## src/rtl/pa_trace_pkg.sv

```systemverilog
// Shared definitions for the PA-RISC retirement trace buffer: FSM states,
// trigger modes and the packed layout of one captured entry.
package pa_trace_pkg;

    typedef enum logic [1:0] {
        ST_IDLE  = 2'b00,
        ST_ARMED = 2'b01,
        ST_POST  = 2'b10,
        ST_DONE  = 2'b11
    } trace_state_e;

    localparam logic [1:0] TRIG_IMM   = 2'b00;
    localparam logic [1:0] TRIG_PC    = 2'b01;
    localparam logic [1:0] TRIG_REG   = 2'b10;
    localparam logic [1:0] TRIG_PC_WB = 2'b11;

    // Entry layout, MSB first: {pc, wb_en, reg, data}. The struct documents the
    // default-width layout; parametrised instances size it with entry_width().
    typedef struct packed {
        logic [31:0] pc;
        logic        wb_en;
        logic [4:0]  rgi;
        logic [31:0] data;
    } trace_entry_t;

    localparam int ENTRY_W_DEF = $bits(trace_entry_t);

    function automatic int entry_width(input int pc_w, input int reg_aw, input int data_w);
        return pc_w + 1 + reg_aw + data_w;
    endfunction

endpackage

```

## src/rtl/pa_trace_ram.sv

```systemverilog
// Trace storage: one synchronous write port, one read port with a registered
// output that clears on reset so the popped fields start at zero.
module pa_trace_ram #(
    parameter int DEPTH = 16,
    parameter int WIDTH = 70
) (
    input  logic                     clk,
    input  logic                     reset,
    input  logic                     we,
    input  logic [$clog2(DEPTH)-1:0] waddr,
    input  logic [WIDTH-1:0]         wdata,
    input  logic                     re,
    input  logic [$clog2(DEPTH)-1:0] raddr,
    output logic [WIDTH-1:0]         rdata
);

    logic [WIDTH-1:0] mem [DEPTH];

    always_ff @(posedge clk) begin
        if (we) begin
            mem[waddr] <= wdata;
        end
    end

    // read stage: p0 address -> p1 data
    always_ff @(posedge clk) begin
        if (reset) begin
            rdata <= '0;
        end else if (re) begin
            rdata <= mem[raddr];
        end
    end

endmodule

```

## src/rtl/pa_trace_buffer.sv

```systemverilog
// Retirement trace capture: circular pre-trigger history, a post-trigger
// window, then a frozen buffer drained one entry per rd_req.
module pa_trace_buffer
    import pa_trace_pkg::*;
#(
    parameter int PC_WIDTH   = 32,
    parameter int DATA_WIDTH = 32,
    parameter int REG_AW     = 5,
    parameter int DEPTH      = 16,
    parameter int POST_TRIG  = 8
) (
    input  logic                     clk,
    input  logic                     reset,
    input  logic                     arm,
    input  logic [1:0]               trig_mode,
    input  logic [PC_WIDTH-1:0]      trig_pc,
    input  logic [REG_AW-1:0]        trig_reg,
    input  logic                     smp_valid,
    input  logic [PC_WIDTH-1:0]      smp_pc,
    input  logic                     smp_wb_en,
    input  logic [REG_AW-1:0]        smp_reg,
    input  logic [DATA_WIDTH-1:0]    smp_data,
    input  logic                     rd_req,
    output logic                     rd_valid,
    output logic [PC_WIDTH-1:0]      rd_pc,
    output logic                     rd_wb_en,
    output logic [REG_AW-1:0]        rd_reg,
    output logic [DATA_WIDTH-1:0]    rd_data,
    output logic [$clog2(DEPTH):0]   count,
    output logic [1:0]               state,
    output logic                     wrapped
);

    localparam int AW = $clog2(DEPTH);
    localparam int CW = AW + 1;
    localparam int EW = entry_width(PC_WIDTH, REG_AW, DATA_WIDTH);
    localparam logic [CW-1:0] FULL    = CW'(DEPTH);
    localparam logic [AW-1:0] POST_LD = AW'(POST_TRIG);

    trace_state_e    st_q, st_d;
    logic [AW-1:0]   wr_ptr, rd_ptr, post_cnt;
    logic [CW-1:0]   cnt;
    logic            wrapped_q;
    logic            vld_p1;
    logic            trig_hit;
    logic            do_clr, do_store, do_pop, load_post;
    logic [EW-1:0]   wr_entry, rd_entry;

    always_comb begin
        trig_hit = 1'b0;
        case (trig_mode)
            TRIG_IMM:   trig_hit = 1'b1;
            TRIG_PC:    trig_hit = (smp_pc == trig_pc);
            TRIG_REG:   trig_hit = smp_wb_en && (smp_reg == trig_reg);
            TRIG_PC_WB: trig_hit = (smp_pc == trig_pc) && smp_wb_en;
            default:    trig_hit = 1'b0;
        endcase
    end

    always_ff @(posedge clk) begin
        if (reset) begin
            st_q <= ST_IDLE;
        end else begin
            st_q <= st_d;
        end
    end

    always_comb begin
        st_d      = st_q;
        do_clr    = 1'b0;
        do_store  = 1'b0;
        do_pop    = 1'b0;
        load_post = 1'b0;
        case (st_q)
            ST_IDLE: begin
                if (arm) begin
                    st_d   = ST_ARMED;
                    do_clr = 1'b1;
                end
            end
            ST_ARMED: begin
                if (smp_valid) begin
                    do_store = 1'b1;
                    if (trig_hit) begin
                        if (POST_TRIG == 0) begin
                            st_d = ST_DONE;
                        end else begin
                            st_d      = ST_POST;
                            load_post = 1'b1;
                        end
                    end
                end
            end
            ST_POST: begin
                if (smp_valid) begin
                    do_store = 1'b1;
                    if (post_cnt == AW'(1)) begin
                        st_d = ST_DONE;
                    end
                end
            end
            ST_DONE: begin
                // a restart discards unread entries, so it wins over a pop
                if (arm) begin
                    st_d   = ST_ARMED;
                    do_clr = 1'b1;
                end else if (rd_req && (cnt != '0)) begin
                    do_pop = 1'b1;
                end
            end
            default: st_d = ST_IDLE;
        endcase
    end

    always_ff @(posedge clk) begin
        if (reset) begin
            wr_ptr    <= '0;
            rd_ptr    <= '0;
            cnt       <= '0;
            post_cnt  <= '0;
            wrapped_q <= 1'b0;
            vld_p1    <= 1'b0;
        end else begin
            vld_p1 <= do_pop;
            if (do_clr) begin
                wr_ptr    <= '0;
                rd_ptr    <= '0;
                cnt       <= '0;
                wrapped_q <= 1'b0;
            end else if (do_store) begin
                wr_ptr <= wr_ptr + AW'(1);
                // full buffer: the new sample evicts the oldest one
                if (cnt == FULL) begin
                    rd_ptr    <= rd_ptr + AW'(1);
                    wrapped_q <= 1'b1;
                end else begin
                    cnt <= cnt + CW'(1);
                end
            end else if (do_pop) begin
                rd_ptr <= rd_ptr + AW'(1);
                cnt    <= cnt - CW'(1);
            end
            if (load_post) begin
                post_cnt <= POST_LD;
            end else if (do_store && (st_q == ST_POST)) begin
                post_cnt <= post_cnt - AW'(1);
            end
        end
    end

    assign wr_entry = {smp_pc, smp_wb_en, smp_reg, smp_data};

    pa_trace_ram #(
        .DEPTH (DEPTH),
        .WIDTH (EW)
    ) u_ram (
        .clk   (clk),
        .reset (reset),
        .we    (do_store),
        .waddr (wr_ptr),
        .wdata (wr_entry),
        .re    (do_pop),
        .raddr (rd_ptr),
        .rdata (rd_entry)
    );

    // p1: popped entry and its valid leave together
    assign rd_valid = vld_p1;
    assign rd_pc    = rd_entry[EW-1 -: PC_WIDTH];
    assign rd_wb_en = rd_entry[DATA_WIDTH + REG_AW];
    assign rd_reg   = rd_entry[DATA_WIDTH +: REG_AW];
    assign rd_data  = rd_entry[DATA_WIDTH-1:0];
    assign count    = cnt;
    assign state    = st_q;
    assign wrapped  = wrapped_q;

endmodule

```

## config.mk

```make
export PLATFORM = sky130hd
export DESIGN_NAME = pa_trace_buffer
export DESIGN_NICKNAME = d
export VERILOG_FILES = /design/src/rtl/pa_trace_pkg.sv /design/src/rtl/pa_trace_ram.sv /design/src/rtl/pa_trace_buffer.sv
export SDC_FILE = /design/constraint.sdc
export NUM_CORES = 1
export LEC_CHECK = 0
export CAP_MARGIN = 0
export CORE_ASPECT_RATIO = 1.4
export CORE_MARGIN = 2
export CORE_UTILIZATION = 58
export DETAILED_ROUTE_END_ITERATION = 8
export PLACE_DENSITY_LB_ADDON = 0.15
export SYNTH_ARGS = -nofsm -noshare
export SYNTH_HDL_FRONTEND = slang
export SYNTH_SLANG_ARGS = --single-unit
```

## constraint.sdc

```tcl
create_clock -name clk -period 24.8 [get_ports clk]
set_input_delay 7.44 -clock clk [delete_from_list [all_inputs] [get_ports clk]]
set_output_delay 7.44 -clock clk [all_outputs]
set_load 0.005 [all_outputs]
```

==> flow_summary_export.csv <==
group,metric,value,unit
power,p_sw_frac,0.217,
grt,grt.overflow.total,0,
route,drc,0,
logic_synthesis,synth_cell_types,44,
clock_network,cts_root_buffer,"clkbuf_16",
sta,hold_violations,0,
sta,rsz0062_at_grt,"false",
die,die_x,242,um
cells_and_area,final_cell_mix,"edfxtp_1 (1120), mux4_2 (329), clkdlybuf4s50_1 (192)",
power,cell_internal_pwr,3.42,mW
power,ir_worst_vdd,0.0917,mV
logic_synthesis,yosysSeqAreaShare,0.771,
sta,relSlewSlack,0.202,
logic_synthesis,synth_area_per_cell,23.8,um2
logic_synthesis,yosys-top-cells-area,"edfxtp_1 (73%), mux4_2 (16%), dfxtp_1 (4.0%)",
route,routed_wl,97300,um
logic_synthesis,netlist.area_leader.share,0.732,
logic_synthesis,syn-num-nets,2058,
route,dr.pass1.iters,7,
setup_path,startpoint,"arm",
clock_network,cts.sinks,1211,
setup_path,critPathKind,"input port to flip-flop",
cells_and_area,drive_above_1_share,0.241,
run_status,status,"finished, final reports clean",
clock_network,post-cts-setup-buffers,0,
logic_synthesis,synthCells,1929,
grt,grt_max_degree,117,
grt,gr-usage-all-layers,0.244,
clock_network,cts_buffer_depth,3,
grt,grt_pass1_wl,145000,um
logic_synthesis,ys.warnings.count,0,
logic_synthesis,synth-seq-cells,1211,
logic_synthesis,syn_area,46000,um2
route,antenna_left,0,
power,power_per_cell_area,83.1,nW/um2
setup_path,startpoint_type,"input port",
sta,fin_crit,9.94,ns
sta,fin_skew,0.0395,ns
setup_path,crit_end,"u_ram.rdata[43]$_SDFFE_PP0P_",
placement,placedCellCount,3110,
clock_network,cts_buffers,108,
power,combPwrFrac,0.092,
route,drt_iter0_drc,1922,
logic_synthesis,synth_ff_type,"edfxtp_1",
sta,tns,0,ns
sta,finalSetupViolCount,0,
cells_and_area,nFillCells,5047,
sta,final_max_slew_viol_count,0,
logic_synthesis,synth-edff-count,1120,
die,dieArea,81500,um2
setup_path,critPathRequiredTime,25.41,ns
min_path,hold_path.startpoint,"u_ram.rdata[12]$_SDFFE_PP0P_",
clock_network,htree_levels,3,
clock_network,path_clk_slew,0.06,ns
placement,place_area,49000,um2
cells_and_area,final_common_cell,"edfxtp_1",
setup_path,r2r_setup_slack,20.59,ns
die,core,78800,um2
cells_and_area,design_area,52600,um2
setup_path,cp_cell_sequence,"clkdlybuf4s50_1 > and3b_1 > a21boi_0 > nand2_1 > clkinv_2 > buf_4 > a22o_1",
logic_synthesis,async_flop_share,0,
placement,port_buffers,192,
setup_path,crit_arrival,10.54,ns
die,fp.dieH,337,um
die,num_rows,122,
die,io_pins,193,
clock_network,clock_latency,0.70,ns
sta,tightest_slew,1.20,ns
setup_path,ff2ff_path_depth,5,
die,start_util,0.584,
grt,antenna_found_initial,2,
clock_network,ctsResizeCount,0,
placement,post-dp-hpwl,52900,um
min_path,hp-class,"flip-flop to flip-flop",
run,drv_cap,0,
cells_and_area,final_nets,2295,
sta,hold_slack,0.475,ns
setup_path,cp_max_fo,43,
setup_path,rr_startpoint,"rd_ptr[1]$_SDFFE_PP0P_",
grt,grt_pass1_vias,22300,
setup_path,timing.rr.end,"u_ram.rdata[49]$_SDFFE_PP0P_",
cells_and_area,final_util,0.667,
sta,period_share,0.401,
cells_and_area,fin_cells,3315,
setup_path,crit_slowest_cell,"a21boi_0",
power,p_seq_frac,0.527,
route,wl_per_cell,29.3,um
sta,max_freq,101,MHz
cells_and_area,area_delta_synth_final,14.4,%
power,p_leak,16.0,nW
route,via_count,20900,
logic_synthesis,synth_area_leader_cell,"edfxtp_1",
placement,globalplace.congestion,0.823,
setup_path,slowest_delay,0.89,ns
route,via_per_inst,6.30,
setup_path,worstSetupEndpointType,"flip-flop",
power,pwr-share-clk,0.381,
power,switching_power,948,uW
clock_network,cts_tree,"done",
clock_network,cts_hold_buf,0,
final cells by class:
type                            instances  area (um2)  share of cell area
Sequential cell                      1211       35500               0.675
Multi-Input combinational cell        609       10000               0.190
Clock buffer                          142        2960              0.0564
Timing Repair Buffer                  225        2180              0.0415
Tap cell                             1054        1320              0.0251
Clock inverter                         62         593              0.0113
Inverter                               11        42.5            0.000809
Antenna cell                            1        2.50           0.0000476
synth_stat cells (7+ instances only):
cell,count
a22o_1,70
xnor2_1,14
ha_1,14
edfxtp_1,1120
nor2_1,35
buf_1,15
dfxtp_1,91
buf_4,10
nor4_1,11
xor2_1,36
inv_1,10
mux4_2,329
nand2_1,17
mux4_1,21
clkbuf_1,50
buf_6,20
a21oi_1,7
per-stage QoR:
step,total power [mW],worst slack [ns]
after CTS,4.40,14.92
after floorplan,2.61,11.58
after detailed placement,2.75,14.19
after global routing,4.50,14.70
after global placement,2.74,14.31
final,4.37,14.86
worst max-delay path, delay by kind of cell:
kind / cells / cell delay, ns
and+or+nand+nor: 2 / 0.45
buffers and inverters: 3 / 1.44
AOI/OAI and AO/OA: 2 / 1.11
per-layer routing:
layer	up-vias	global-route usage	wire length [um]
met2	799	0.415	50600
met1	11200	0.329	38200
met3	151	0.0388	5860
met4	2	0.0805	2630
li1	8750	-	-
met5	-	0	13
power by group through the flow:
stage	sequential [mW]	clock, mW	combinational, mW
after global routing	2.31	1.77	0.428
after global placement	2.34	0	0.398
after floorplan	2.35	0	0.268
final	2.30	1.66	0.400
after detailed placement	2.35	0	0.402
after CTS	2.30	1.69	0.406
worst min path at each step:
stage	cells past startpoint	to	slack, ns
after floorplan	2	wrapped$_SDFFE_PP0P_	0.47
after global placement	1	u_ram.rdata[55]$_SDFFE_PP0P_	0.46
after detailed placement	1	u_ram.rdata[57]$_SDFFE_PP0P_	0.46
after CTS	1	u_ram.rdata[19]$_SDFFE_PP0P_	0.48
after global routing	1	u_ram.rdata[53]$_SDFFE_PP0P_	0.50
final	1	u_ram.rdata[12]$_SDFFE_PP0P_	0.48
cell families after synthesis:
family          Yosys count  synth area share
compound gates           95            0.0170
xor+xnor                 50           0.00953
fa+ha+maj                15           0.00425
buf+inv                 109            0.0136
flops                  1211             0.771
mux                     354             0.174
simple gates             95            0.0101
flip-flops by register name (all words and copies together) (netlist names), 2 cells and up:
| signal | count |
|---|---|
| count | 5 |
| post_cnt | 4 |
| rd_ptr | 4 |
| state | 2 |
| u_ram.mem | 1120 |
| u_ram.rdata | 70 |
| wr_ptr | 4 |
Note: power is estimated with default switching activity, not from simulation.
